===== src/rtl/gigatron_pkg.sv =====
// Shared decode enumerations and constants for Gigatron-family cores.
package gigatron_pkg;

  typedef enum logic [2:0] {
    OP_LD, OP_AND, OP_OR, OP_XOR, OP_ADD, OP_SUB, OP_ST, OP_BCC
  } op_e;

  typedef enum logic [2:0] {
    M_AC_D, M_AC_X, M_AC_YD, M_AC_YX, M_X_D, M_Y_D, M_OUT_D, M_OUT_YXI
  } mode_e;

  typedef enum logic [2:0] {
    BR_JMP, BR_GT, BR_LT, BR_NE, BR_EQ, BR_GE, BR_LE, BR_BRA
  } cond_e;

  typedef enum logic [1:0] {
    BUS_D, BUS_RAM, BUS_AC, BUS_IN
  } bus_e;

  typedef enum logic {
    DBG_RUN, DBG_HALT
  } dbg_e;

  localparam logic [15:0]  NOP         = 16'h0200;
  localparam logic [7:0]   ZAC_BIAS    = 8'h80;
  // A zero bank field in ctrl selects this bank for the upper half.
  localparam int unsigned  BANK0_ALIAS = 1;

endpackage


===== src/rtl/gigatron_alu.sv =====
// Combinational bus mux, 8-bit ALU and branch condition evaluation.
module gigatron_alu
  import gigatron_pkg::*;
(
  input  logic [2:0] op,
  input  logic [2:0] mode,
  input  logic [1:0] bus,
  input  logic [7:0] d,
  input  logic [7:0] ac,
  input  logic [7:0] data_i,
  input  logic [7:0] inreg,
  output logic [7:0] b,
  output logic [7:0] res,
  output logic       taken
);

  logic [7:0] zac;

  always_comb begin
    b     = '0;
    res   = '0;
    taken = 1'b0;
    zac   = {~ac[7], ac[6:0]};

    case (bus_e'(bus))
      BUS_D:   b = d;
      BUS_RAM: b = data_i;
      BUS_AC:  b = ac;
      default: b = inreg;
    endcase

    case (op_e'(op))
      OP_AND:  res = ac & b;
      OP_OR:   res = ac | b;
      OP_XOR:  res = ac ^ b;
      OP_ADD:  res = ac + b;
      OP_SUB:  res = ac - b;
      default: res = b;
    endcase

    // Biasing the sign bit turns signed compares against zero into unsigned ones.
    case (cond_e'(mode))
      BR_GT:   taken = zac >  ZAC_BIAS;
      BR_LT:   taken = zac <  ZAC_BIAS;
      BR_NE:   taken = zac != ZAC_BIAS;
      BR_EQ:   taken = zac == ZAC_BIAS;
      BR_GE:   taken = zac >= ZAC_BIAS;
      BR_LE:   taken = zac <= ZAC_BIAS;
      default: taken = 1'b1;
    endcase
  end

endmodule


===== src/rtl/gigatron_core_ext.sv =====
// Gigatron core with upper-half RAM banking and fetch/data wait states.
// Optional GIGATRON_DEBUG_EN adds halt/step single-stepping control.
module gigatron_core_ext
  import gigatron_pkg::*;
#(
  parameter int unsigned     PC_W     = 16,
  parameter int unsigned     BANK_W   = 2,
  parameter logic [PC_W-1:0] RESET_PC = '0
) (
  input  logic                clock,
  input  logic                rst_n,
`ifdef GIGATRON_DEBUG_EN
  input  logic                halt,
  input  logic                step,
`endif
  output logic [PC_W-1:0]     pc,
  input  logic [15:0]         rom_i,
  input  logic                rom_ready,
  output logic [15+BANK_W-1:0] addr_r,
  input  logic                mem_ready,
  input  logic [7:0]          data_i,
  output logic [15+BANK_W-1:0] addr_w,
  output logic [7:0]          data_o,
  output logic                we,
  input  logic [7:0]          inreg,
  output logic [7:0]          out,
  output logic [7:0]          outx,
  output logic [7:0]          ctrl
);

  localparam int unsigned AW = 15 + BANK_W;

  logic [15:0]     ir;
  logic [7:0]      ac, x, y;
  op_e             op;
  mode_e           mode;
  bus_e            bus;
  logic [7:0]      d;
  logic [7:0]      b, alu;
  logic            taken, stall, exec;
  logic [15:0]     la;
  logic [AW-1:0]   pa;
  logic [PC_W-9:0] hi;

  assign op   = op_e'(ir[15:13]);
  assign mode = mode_e'(ir[12:10]);
  assign bus  = bus_e'(ir[9:8]);
  assign d    = ir[7:0];

  gigatron_alu u_alu (
    .op     (ir[15:13]),
    .mode   (ir[12:10]),
    .bus    (ir[9:8]),
    .d      (d),
    .ac     (ac),
    .data_i (data_i),
    .inreg  (inreg),
    .b      (b),
    .res    (alu),
    .taken  (taken)
  );

  always_comb begin
    la = {8'h00, d};
    if (op != OP_BCC) begin
      case (mode)
        M_AC_X:             la = {8'h00, x};
        M_AC_YD:            la = {y, d};
        M_AC_YX, M_OUT_YXI: la = {y, x};
        default:            ;
      endcase
    end
  end

  generate
    if (BANK_W > 0) begin : g_bank
      logic [BANK_W-1:0] field, bank;
      always_comb begin
        field = ctrl[7 -: BANK_W];
        bank  = (field == '0) ? BANK_W'(BANK0_ALIAS) : field;
        pa    = la[15] ? {bank, la[14:0]} : {{BANK_W{1'b0}}, la[14:0]};
      end
    end else begin : g_flat
      assign pa = la[14:0];
    end
  endgenerate

  assign addr_r = pa;
  assign stall  = !rom_ready || ((op != OP_ST) && (bus == BUS_RAM) && !mem_ready);
  assign hi     = (cond_e'(ir[12:10]) == BR_JMP) ? (PC_W-8)'(y) : pc[PC_W-1:8];

`ifdef GIGATRON_DEBUG_EN
  dbg_e dbg_state, dbg_next;

  always_ff @(posedge clock or negedge rst_n) begin
    if (!rst_n) dbg_state <= DBG_RUN;
    else        dbg_state <= dbg_next;
  end

  // Halting takes effect in the cycle halt is seen; no instruction retires then.
  always_comb begin
    dbg_next = dbg_state;
    exec     = 1'b0;
    case (dbg_state)
      DBG_RUN: begin
        if (halt) begin
          if (!stall) dbg_next = DBG_HALT;
        end else begin
          exec = !stall;
        end
      end
      default: begin
        if (!halt) dbg_next = DBG_RUN;
        else       exec     = step && !stall;
      end
    endcase
  end
`else
  assign exec = !stall;
`endif

  always_ff @(posedge clock or negedge rst_n) begin
    if (!rst_n) begin
      pc     <= RESET_PC;
      ir     <= NOP;
      ac     <= '0;
      x      <= '0;
      y      <= '0;
      out    <= '0;
      outx   <= '0;
      ctrl   <= '0;
      we     <= 1'b0;
      addr_w <= '0;
      data_o <= '0;
    end else begin
      we <= 1'b0;
      if (exec) begin
        ir <= rom_i;
        pc <= pc + PC_W'(1);
        case (op)
          OP_ST: begin
            addr_w <= pa;
            data_o <= b;
            we     <= (bus != BUS_RAM);
            if (bus == BUS_RAM) ctrl <= d;
            case (mode)
              M_X_D:     x <= b;
              M_Y_D:     y <= b;
              M_OUT_YXI: x <= x + 8'd1;
              default:   ;
            endcase
          end
          OP_BCC: if (taken) pc <= {hi, b};
          default: begin
            case (mode)
              M_X_D: x <= alu;
              M_Y_D: y <= alu;
              M_OUT_D, M_OUT_YXI: begin
                out <= alu;
                if (!out[6] && alu[6]) outx <= ac;
                if (mode == M_OUT_YXI && bus == BUS_RAM) x <= x + 8'd1;
              end
              default: ac <= alu;
            endcase
          end
        endcase
      end
    end
  end

endmodule


===== config.mk =====
export PLATFORM = sky130hd
export DESIGN_NAME = gigatron_core_ext
export DESIGN_NICKNAME = d
export VERILOG_FILES = /design/src/rtl/gigatron_pkg.sv /design/src/rtl/gigatron_alu.sv /design/src/rtl/gigatron_core_ext.sv
export SDC_FILE = /design/constraint.sdc
export NUM_CORES = 1
export LEC_CHECK = 0
export ABC_AREA = 1
export BUFFER_PORTS_ARGS = -buffer_cell sky130_fd_sc_hd__buf_4
export CAP_MARGIN = 10
export CORE_ASPECT_RATIO = 0.9
export CORE_MARGIN = 1.5
export CORE_UTILIZATION = 55
export DETAILED_ROUTE_END_ITERATION = 12
export PLACE_DENSITY = 0.79
export RECOVER_POWER = 100
export SETUP_SLACK_MARGIN = 0.4
export SYNTH_ARGS = -nofsm -noshare
export SYNTH_HDL_FRONTEND = slang
export SYNTH_HIERARCHICAL = 1
export SYNTH_SLANG_ARGS = --single-unit

===== constraint.sdc =====
create_clock -name clock -period 3.9 [get_ports clock]
set_input_delay 0.78 -clock clock [delete_from_list [all_inputs] [get_ports clock]]
set_output_delay 0.78 -clock clock [all_outputs]
set_load 0.02 [all_outputs]

* Yosys cells after proc, flatten, opt, wreduce, memory -nomap -nowiden
Cells that the tools add are included.
W data, S select, Z words.
** Storage, ports and cells
- Flip-flop bits (word level) :: 106
- Bits in latches :: 0
- Bits in writable memories :: 0
- Bits in read-only memories :: 0
- Output and inout port bits :: 83
- Logic and storage cells :: 95
- Memories :: 0
** Operators by class
- $add $sub $neg :: 4
- Multipliers :: 0
- Div/mod/pow operators :: 0
- $lt $le $gt $ge :: 4
- Equality and inequality tests :: 24
- Shift-type cells :: 0
- Mux-type cells :: 19
- Bitwise logic cells :: 8
- Reduce and logical (&&, ||, !) cells :: 24
** Operators by type and width (count)
- $pmux W8 S2 :: 4
- $mux W16 :: 3
- $pmux W16 S3 :: 1
- $pmux W8 S5 :: 1
- $mux W8 :: 4
- $eq A3 B3 Y1 const B :: 8
- $pmux W8 S3 :: 1
- $mux W17 :: 1
- $add A16 B1 Y16 const B :: 1
- $eq A3 B2 Y1 const B :: 4
- $reduce_and A3 Y1 :: 4
- $ne A3 B3 Y1 const B :: 3
- $add A8 B1 Y8 const B :: 1
- $add A8 B8 Y8 :: 1
- $and A8 B8 Y8 :: 1
- $eq A8 B8 Y1 const B :: 1
- $ge A8 B8 Y1 const B :: 1
- $gt A8 B8 Y1 const B :: 1
- $le A8 B8 Y1 const B :: 1
- $lt A8 B8 Y1 const B :: 1
- $ne A8 B8 Y1 const B :: 1
- $or A8 B8 Y8 :: 1
- $sub A8 B8 Y8 :: 1
- $xor A8 B8 Y8 :: 1
- 20 further kinds :: 36

* Logic depth before layout (Yosys ltp)
Gate-level depths: netlist (run 1).
- Depth after elaboration :: 6
- Gate-level depth with buffers :: 25

* Cells and area by module
Netlist (run 1), hierarchy kept.
** Modules (own cells, without submodules)
- gigatron_core_ext :: instances 1, cells an instance 725, area an instance 5457.7 µm²
- gigatron_alu :: instances 1, cells an instance 225, area an instance 1338.8 µm²

* Worst setup path before layout (run 1)
Ideal clock, no wire load.
- Path kind :: input to register
- From :: input inreg[1]
- To :: register outx[6]
- Arrival :: 3.263 ns
- Required time :: 3.782 ns
- Path slack :: 0.519 ns
- Stages :: 22
- Cells stage by stage :: or2_0 nand2_2 nand3_1 nand2_2 xor2_1 ha_1 nand2_1 nand2_1 a31oi_1 or2_2 nand2_1 a21oi_1 inv_1 nand2_1 nand3_1 nand4_1 inv_1 nor3_1 nand3_2 buf_4 nand2_1 o21ai_2
** Between the ends
- Word-level cells in the longest chain between the ends :: 5
** RTL lines
- from (decl) :: line gigatron_core_ext.sv:25 : input logic [7:0] inreg,
- $pmux W8 S3 (*) :: line gigatron_alu.sv:25 : case (bus_e'(bus))
- $sub A8 B8 Y8 / $add A8 B8 Y8 (equally long branches) :: line gigatron_alu.sv:37, gigatron_alu.sv:36
- $pmux W8 S5 (*) :: line gigatron_alu.sv:32 : case (op_e'(op))
- named net alu[6] :: line gigatron_core_ext.sv:39 : logic [7:0] b, alu;
- $logic_and A1 B1 Y1 (*) :: line gigatron_core_ext.sv:160 : if (!out[6] && alu[6]) outx <= ac;
- $reduce_and A4 Y1 (no source line) (*)
- to (signal assigned) :: line gigatron_core_ext.sv:130 : outx <= '0;
- to (signal assigned) :: line gigatron_core_ext.sv:160
- to (decl) :: line gigatron_core_ext.sv:27 : output logic [7:0] outx,
The timed path passes the listed nets; every way through them passes the cells marked *.
A chain may end at the register's enable or synchronous reset.

* Worst setup path after layout (run 1)
- From :: register ir[9]
- To :: register outx[3]
** Between the ends
- Word-level cells in the longest chain between the ends :: 6
** RTL lines
- from (decl) :: line gigatron_core_ext.sv:33 : logic [15:0] ir;
- from (signal assigned) :: line gigatron_core_ext.sv:138 : ir <= rom_i;
- $eq A2 B2 Y1, or another cell as far along :: line gigatron_alu.sv:25
- $pmux W8 S3 (*) :: line gigatron_alu.sv:25
- $sub A8 B8 Y8, or another cell as far along :: line gigatron_alu.sv:37 : OP_SUB: res = ac - b;
- $pmux W8 S5 (*) :: line gigatron_alu.sv:32
- named net alu[6] :: line gigatron_core_ext.sv:39
- $logic_and A1 B1 Y1 (*) :: line gigatron_core_ext.sv:160
- $reduce_and A4 Y1 (no source line) (*)
Marks and branches as above.

==> results.json, run 1 <==
{
  "cellPowerDensity_nw_per_um2": 730,
  "cts_tree": "done",
  "hold_viol_final": 0,
  "synth_area_leaders": "dfrtp_1, nand2_1, inv_1",
  "place.gp.congestion": 0.991,
  "grt_pass1_wl_um": 30800,
  "postRouteWirelength_um": 19600,
  "die-area_um2": 13000,
  "cellLeakagePower_nw": 4.06,
  "synth.distinct_cells": 50,
  "synth_warnings": 6,
  "synth_flop_cell": "dfrtp_1",
  "layout-drive-gt1-share_pct": 13.8,
  "numClockSinks": 106,
  "status": "finished with violations",
  "postRouteAntennaNets": 0,
  "drt-wirelength-per-cell_um": 15.8,
  "first_iter_violations": 666,
  "finClkSkew_ps": 4.38,
  "die_h_um": 108,
  "dieWidth_um": 120,
  "gr-total-overflow": 0,
  "end_kind": "register",
  "start_util_pct": 56.5,
  "root_buffer": "clkbuf_16",
  "grt_use_total_pct": 30.3,
  "core_area_um2": 12000,
  "async_flop_share_pct": 100,
  "final_cell_mix": "nand2_1, inv_1, dfrtp_1, o21ai_0, clkbuf_1",
  "timing.final.crit_share_pct": 95.2,
  "fin_nets": 1138,
  "fillers": 1159,
  "route.detailed.drc": 0,
  "clk_path_buf_depth": 2,
  "numCtsBuffers": 9,
  "viasPerCell": 5.43,
  "max_cap_viol_count": 1,
  "final_common_cell": "nand2_1",
  "grt_pass1_vias": 5958,
  "row_count": 38,
  "tightest_slew_ps": 1780,
  "syn_avg_cell_area_um2": 7.15,
  "post-dp-hpwl_um": 14200,
  "syn2layout_area_growth_pct": 18.3,
  "rsz0062_at_grt": "true",
  "violations": "capacitance limit, slew limit",
  "slew_headroom_pct": -18.8,
  "grt_max_degree": 73,
  "htreeDepth": 3,
  "syn-num-nets": 1013,
  "worstPathMaxFanout": 8,
  "crit_type": "register to register",
  "clk_pin_slew_ps": 70,
  "postCtsHoldBufs": 0,
  "max_freq_mhz": 269,
  "slew_violations": 73,
  "synth_edf_count": 0,
  "yosysTopAreaCell": "dfrtp_1",
  "finalSetupViolCount": 0,
  "r2r_cells": 25,
  "cp.required_ps": 4140,
  "synth_area_um2": 6800,
  "port_buffers": 118,
  "fin_tns_setup_ps": 0,
  "synth-seq-cells": 106,
  "ys_seq_area_share_pct": 39.0,
  "clock_latency_ps": 350,
  "hold_depth": 2,
  "min_path_type": "register to register",
  "cp.arrival_ps": 3960,
  "diodes": 0,
  "io_pins": 119,
  "antenna_found_initial": 0,
  "dr_total_vias": 6733,
  "synth_top_area_share_pct": 38.7,
  "dr.pass1.iters": 6,
  "ir_drop_v": 0.000351,
  "cp-start-kind": "register",
  "syn_inst": 950,
  "fin_hold_ws_ps": 481,
  "period_minus_slack_ps": 3710
}
-- layout make-up --
type	count	area, µm²	area share, %
clock inverter	6	50.0	0.622
multi-input combinational	697	3650	45.4
inverter	118	447	5.56
timing repair buffer	143	806	10.0
clock buffer	10	229	2.85
sequential	106	2660	33.0
tap	160	200	2.49
-- cells by family after synthesis --
| group | share of synthesized area, % |
|---|---|
| DFF | 39.0 |
| adders and majority gates | 5.08 |
| and+or+nand+nor | 33.0 |
| xor gates and xnor gates | 1.03 |
| buffers and inverters | 8.97 |
| AOI/OAI and AO/OA | 12.9 |
-- state kept, by name, summed over array words and instances (netlist names) --
register,cells
ctrl,8
data_o,8
outx,8
pc,16
y,8
ac,8
we,1
x,8
ir,16
addr_w,17
out,8
-- path summary, 6_finish.rpt --
| check | startpoint | endpoint | slack [ps] |
|---|---|---|---|
| max in group asynchronous | rst_n | ir[8] | 1250 |
| worst max-delay path | ir[9] | outx[3] | 190 |
| worst min-delay path | addr_w[9] | addr_w[9] | 480 |
| worst max register to register | ir[9] | outx[3] | 190 |
| worst min register to register | addr_w[9] | addr_w[9] | 480 |
| min in group asynchronous | rst_n | outx[4] | 900 |
-- repair_timing --
action / in CTS / in global routing
gates resized for setup: 7 / 45
pin swaps: 2 / 6
buffers inserted: 8 / 6
gates cloned: 0 / 1
endpoints found under the setup margin: 14 / 20
-- Yosys cell counts, drive strengths merged, types with 4 or more instances --
cell and n:
nand2 333, inv 118, dfrtp 105, o21ai 101, nor2 74, nand3 70, a21oi 30, ha 26
buf 23, or2 9, nand4 8, nor3 8, clkbuf 6, xor2 6, a22oi 4, nand3b 4
-- per-layer routing --
layer | vias up | GRT usage [%] | wire length [µm]
li1 | 3285 | - | -
met1 | 3095 | 43.9 | 8760
met2 | 323 | 47.2 | 8810
met3 | 30 | 4.85 | 1620
met4 | 0 | 8.59 | 394
met5 | - | 0 | 0
-- power by group --
part	switching, W	internal [W]
clock network	0.000425	0.000443
registers	0.000469	0.00152
logic	0.00198	0.00102
total	0.00288	0.00299
-- metrics by stage --
step | area [µm²] | std cells | setup WS, ps | total power, W | util [%]
after global routing | 8040 | 1240 | 24.2 | 0.00628 | 66.8
after floorplan | 6800 | 950 | 519 | 0.00382 | -
after global placement | 7790 | 1209 | 226 | 0.00492 | 64.8
after detailed placement | 7790 | 1209 | 158 | 0.00496 | 64.8
final | 8040 | 1240 | 188 | 0.00587 | 66.8
after CTS | 8170 | 1233 | 401 | 0.00588 | 67.9
-- critical path, cell delays in order (launching register included) --
cell	delay [ps]
dfstp_1	670
buf_12	160
nor2_4	50
nand2_1	70
nand3_1	80
nand2_2	150
nand3_2	100
nand2_2	80
xor2_1	150
ha_1	310
nand2_1	90
nand2_1	60
a31oi_2	220
or2_4	170
nand2_2	50
a21oi_2	130
inv_1	50
nand2_1	50
nand3_1	70
nand4_1	110
inv_2	70
nor3_2	180
nand3_2	170
buf_12	230
nand2_4	60
o21ai_4	50
(Power assumes the default switching activity.)
==> run 2: changes to the inputs <==
Settings changed: CORE_UTILIZATION 55 to 52, PLACE_DENSITY 0.79 to 0.78.
Clock period 3.9 ns to 3.2 ns, I/O delays scaled along.
==> run 2 against run 1 <==
Net effect: the run ends with capacitance limit, slew limit, setup timing left; largest cell class unchanged; cell count up 4.2%; register-to-register slack lost 510 ps; via count up 3.7%; sequential power increased by 20%; non-clock buffer count rose by 48; worst setup slack got worse by 510 ps; critical path type unchanged; highest routed layer unchanged; maximum frequency is 5.5% higher; sequential share of layout area down 2.5 points.
==> results.json, run 2 (synthesized netlist as in run 1, its figures left out) <==
{
  "status": "finished with violations",
  "violations": "capacitance limit, slew limit, setup timing",
  "fin_hold_ws_ps": 479,
  "postRouteWirelength_um": 20300,
  "total_power_w": 0.00802,
  "dieWidth_um": 124,
  "power_frac_seq_pct": 29.8,
  "final_common_cell": "nand2_1",
  "grt-busiest-layer": "met2",
  "viasPerCell": 5.40,
  "place.gp.congestion": 0.965,
  "worstPathMaxFanout": 8,
  "rsz0062_at_grt": "true",
  "met1_usage_pct": 42.9,
  "period_minus_slack_ps": 3520,
  "worstPathCellList": "buf_6 > o21ai_2 > nand3_1 > nand2_2 > nand3_2 > nand2_2 > xor2_2 > ha_1 > nand2_1 > nand2_1 > a31oi_2 > or2_4 > nand2_2 > a21oi_2 > inv_1 > nand2_1 > nand3_2 > nand4_1 > inv_2 > nor3_4 > nand3_4 > buf_12 > nand2_4 > o21ai_2",
  "cpPeakStageDelay_ps": 620,
  "crit_type": "register to register",
  "reg_top3": "addr_w x17, ir x16, pc x16",
  "cp_slowest_cell": "dfstp_2",
  "clock_latency_ps": 360,
  "die_h_um": 111,
  "syn2layout_area_growth_pct": 28.0,
  "power_frac_comb_pct": 54.3,
  "slew_violations": 33,
  "port_buffers": 118,
  "layout-drive-gt1-share_pct": 21.0,
  "use_met3_pct": 8.50,
  "largest_reg_flops": 17,
  "clk_path_buf_depth": 2,
  "fin_tns_setup_ps": -3730,
  "fin_area_um2": 8700,
  "htreeDepth": 3,
  "numCtsBuffers": 9,
  "tightest_slew_ps": 1680,
  "postLayoutCoreUtil_pct": 68.3,
  "grt_pass1_wl_um": 32300,
  "postRouteAntennaNets": 0,
  "route.detailed.drc": 0,
  "drt-wirelength-per-cell_um": 15.7,
  "placed_cell_area_um2": 8260,
  "root_buffer": "clkbuf_16",
  "dr_total_vias": 6981,
  "grt_pass1_vias": 6459,
  "crit_family": "simple AND/OR/NAND/NOR gates",
  "antenna_found_initial": 0,
  "grt_max_degree": 50,
  "cts_tree": "done",
  "start_util_pct": 53.4,
  "pwr-share-clk_pct": 15.9,
  "numClockSinks": 106,
  "final_cell_mix": "nand2_1, buf_4, inv_1, dfrtp_1, clkbuf_1",
  "path_buf_inv": 4,
  "finClkSkew_ps": 8.20,
  "max_freq_mhz": 284,
  "hold_viol_final": 0,
  "cellPowerDensity_nw_per_um2": 922,
  "setup_ws_ps": -317,
  "use_met2_pct": 44.4,
  "swShare_pct": 46.4,
  "intPower_w": 0.00430,
  "post-dp-hpwl_um": 14800,
  "clk_pin_slew_ps": 70,
  "min_path_type": "input pin to register",
  "cp-start-kind": "register",
  "slew_headroom_pct": -12.0,
  "finalSetupViolCount": 20,
  "ir_drop_v": 0.000421,
  "grt_use_total_pct": 30.2,
  "max_cap_viol_count": 1,
  "end_kind": "register",
  "io_pins": 119,
  "fin_nets": 1186,
  "cellLeakagePower_nw": 4.42,
  "die-area_um2": 13800,
  "core_area_um2": 12700,
  "largest_register": "addr_w",
  "row_count": 39,
  "diodes": 0,
  "cp.arrival_ps": 3770,
  "first_iter_violations": 617,
  "dr.pass1.iters": 6,
  "power.switching_w": 0.00372,
  "gr-total-overflow": 0,
  "timing.final.crit_share_pct": 110,
  "cp.required_ps": 3450
}
## run 2: cell type report
type,count,area [µm²]
Timing Repair Buffer,191,1220
Clock buffer,10,229
Inverter,118,443
Multi-Input combinational cell,697,3840
Sequential cell,106,2660
Tap cell,164,205
Clock inverter,6,114
Fill cell,1166,4040
## run 2: layer usage
metal,up-vias,share of wire [%]
met3,42,9.1
met1,3255,44
met5,-,0
met4,0,2.6
met2,301,44
li1,3383,-
## run 2: repair_timing
action,CTS,global route
endpoints found under the setup margin,37,44
gates resized for setup,7,67
buffers inserted,4,11
pin swaps,0,16
cloned,0,1
hold buffers,0,0
## run 2: worst register-to-register path, cell delays in order, from the launching register on
cell     delay (ps)
dfstp_2         620
buf_6           160
o21ai_2          60
nand3_1          90
nand2_2         100
nand3_2          90
nand2_2          70
xor2_2          160
ha_1            360
nand2_1          80
nand2_1          70
a31oi_2         190
or2_4           170
nand2_2          50
a21oi_2         140
inv_1            50
nand2_1          70
nand3_2          80
nand4_1         110
inv_2            80
nor3_4          150
nand3_4         130
buf_12          210
nand2_4          60
o21ai_2          50
## run 2: per-stage QoR
stage               worst slack (ps)  std cells
floorplan                       32.7        950
global placement                -177       1260
detailed placement              -287       1260
CTS                             -199       1280
global route                    -529       1292
finish                          -317       1292
## run 2: worst paths after layout
path,from,to,slack [ps],cells past startpoint
max,ir[9],outx[4],-320,24
min,rom_i[7],ir[7],480,3
max reg2reg,ir[9],outx[4],-320,24
min reg2reg,addr_w[13],addr_w[13],480,2
max in group asynchronous,rst_n,ir[8],420,2
min in group asynchronous,rst_n,outx[4],710,1
## run 2: power groups by stage
| stage | combinational [W] | clock (W) | sequential (W) |
|---|---|---|---|
| detailed placement | 0.00415 | 0 | 0.00237 |
| floorplan | 0.00207 | 0 | 0.00270 |
| finish | 0.00436 | 0.00127 | 0.00239 |
| CTS | 0.00424 | 0.00129 | 0.00236 |
| global route | 0.00481 | 0.00134 | 0.00245 |
| global placement | 0.00408 | 0 | 0.00236 |
==> run 3: changes to the inputs <==
Settings changed: BUFFER_PORTS_ARGS -buffer_cell sky130_fd_sc_hd__buf_4 to default, CORE_UTILIZATION 52 to 55, DONT_BUFFER_PORTS from default to 1, PLACE_DENSITY 0.78 to 0.73.
==> run 3 against run 2 <==
Net effect: the flow finishes with violations (hold timing, setup timing); wire length down 0.69%; critical path depth is the same; sequential power is 19% higher; sequential cell count unchanged; register-to-register slack about the same; clock power down 6%; worst setup slack improved by 15 ps; first-iteration DRC count is 5.7% higher; clock-buffer cell count unchanged; die area shrank 5.3%; sequential share of layout area is 1.9 points higher; critical path type unchanged; largest cell class unchanged.
==> results.json, run 3 (synthesized netlist as in run 1, its figures left out) <==
{
  "dr.pass1.iters": 5,
  "power_frac_comb_pct": 49.7,
  "intPower_w": 0.00426,
  "ir_drop_v": 0.000486,
  "numClockSinks": 106,
  "final_cell_mix": "nand2_1, inv_1, dfrtp_1, buf_4, nor2_1",
  "slew_headroom_pct": 37.9,
  "postRouteAntennaNets": 0,
  "syn2layout_area_growth_pct": 20.7,
  "cellLeakagePower_nw": 4.15,
  "slew_violations": 0,
  "die_h_um": 108,
  "crit_type": "register to register",
  "grt_use_total_pct": 30.4,
  "clk_path_buf_depth": 2,
  "fillers": 1012,
  "r2r_end": "outx[0]",
  "pwr-share-clk_pct": 14.9,
  "reg_top3": "addr_w x17, ir x16, pc x16",
  "fin_nets": 1077,
  "hold_viol_final": 82,
  "drt-wirelength-per-cell_um": 17.1,
  "rsz0062_at_grt": "true",
  "die-area_um2": 13000,
  "largest_reg_flops": 17,
  "largest_register": "addr_w",
  "violations": "hold timing, setup timing",
  "htreeDepth": 3,
  "r2r_cells": 24,
  "max_freq_mhz": 286,
  "max_cap_viol_count": 0,
  "dieWidth_um": 120,
  "finalSetupViolCount": 26,
  "finClkSkew_ps": 6.47,
  "fin_area_um2": 8200,
  "tightest_slew_ps": 924,
  "r2r-start": "ir[9]",
  "first_iter_violations": 652,
  "layout-drive-gt1-share_pct": 21.4,
  "core_area_um2": 12000,
  "cp.arrival_ps": 3750,
  "cp.required_ps": 3450,
  "postRouteWirelength_um": 20100,
  "fin_hold_ws_ps": -29.0,
  "final_common_cell": "nand2_1",
  "fin_tns_setup_ps": -5220,
  "timing.final.crit_share_pct": 109,
  "startpoint": "ir[9]",
  "power_frac_seq_pct": 35.4,
  "row_count": 38,
  "swShare_pct": 47.0,
  "pre_cts_ws_ps": -201,
  "antenna_found_initial": 1,
  "r2r_slack_ps": -300,
  "root_buffer": "clkbuf_16",
  "post-dp-hpwl_um": 13900,
  "cellPowerDensity_nw_per_um2": 981,
  "worstPathMaxFanout": 16,
  "end_kind": "register",
  "io_pins": 119,
  "place.gp.congestion": 0.943,
  "total_power_w": 0.00805,
  "grt_pass1_vias": 6109,
  "period_minus_slack_ps": 3500,
  "clock_latency_ps": 360,
  "placed_cell_area_um2": 7360,
  "cts_tree": "done",
  "port_buffers": 0,
  "cp-start-kind": "register",
  "numCtsBuffers": 9,
  "clk_pin_slew_ps": 70,
  "dr_total_vias": 6619,
  "grt_pass1_wl_um": 30600,
  "gr-total-overflow": 0,
  "power.switching_w": 0.00378,
  "route.detailed.drc": 0,
  "min_path_type": "input pin to asynchronous set/reset pin",
  "grt_max_degree": 107,
  "viasPerCell": 5.61,
  "status": "finished with violations",
  "start_util_pct": 56.5,
  "setup_ws_ps": -302
}
## run 3: cell count changes in the layout (fill, tap and decap cells not counted), sizes merged
cell | previous run | this run
diode | 0 | 1
clkbuf | 80 | 10
clkinv | 0 | 2
buf | 121 | 82
clkinvlp | 2 | 1
bufinv | 3 | 2
## run 3: layout make-up
type | count | area [µm²] | share of cell area [%]
Multi-Input combinational cell | 697 | 3910 | 47.6
Sequential cell | 106 | 2660 | 32.4
Timing Repair Buffer | 82 | 677 | 8.25
Inverter | 118 | 443 | 5.40
Clock buffer | 10 | 229 | 2.79
Tap cell | 160 | 200 | 2.44
Clock inverter | 6 | 90.1 | 1.10
Antenna cell | 1 | 2.50 | 0.0305
## run 3: how the worst max path moves through the flow
stage,endpoint,slack [ps]
2_1_floorplan,outx[6],30
3_3_place_gp,outx[2],-110
3_5_place_dp,outx[2],-200
4_1_cts,y[5],-150
5_1_grt,outx[6],-490
6_report,outx[0],-300
## run 3: per-layer routing
layer	vias up	GRT usage, %	routed length [µm]
met4	0	13.9	866
met5	-	0	0
met2	360	45.0	8650
li1	3162	-	-
met1	3034	41.2	8570
met3	63	9.07	2030
## run 3: what timing repair did
item,CTS,global route
endpoints found under the setup margin,36,37
gates resized for setup,50,50
pin swaps,32,27
endpoints found under the hold margin,105,105
buffers inserted,13,11
## run 3: through the flow
step                      utilization (%)  instances
after global placement               61.2       1139
after detailed placement             61.2       1139
after global routing                 68.2       1180
after CTS                            65.7       1168
after floorplan                         -        950
final                                68.2       1180
## run 3: power groups by stage
stage	clock [W]	sequential [W]	combinational [W]
5_1_grt	0.00126	0.00293	0.00434
4_1_cts	0.00122	0.00284	0.00335
3_5_place_dp	0	0.00284	0.00300
6_report	0.00120	0.00285	0.00400
3_3_place_gp	0	0.00285	0.00294
2_1_floorplan	0	0.00270	0.00207
## run 3: critical path: stages, from the launching register on
cell and delay, ps:
dfstp_2 630, nor2_2 80, buf_4 160, nand2_1 80, nand3_2 90, nand2_2 110, inv_2 60, xor2_1 160
ha_1 330, nand2_1 120, nand2_1 100, a31oi_2 200, or2_4 170, nand2_2 50, a21oi_2 140, inv_1 50
nand2_1 50, nand3_1 80, nand4_1 120, inv_2 50, nor3_2 120, nand3_2 130, buf_12 220, nand2_2 70
o21ai_2 50
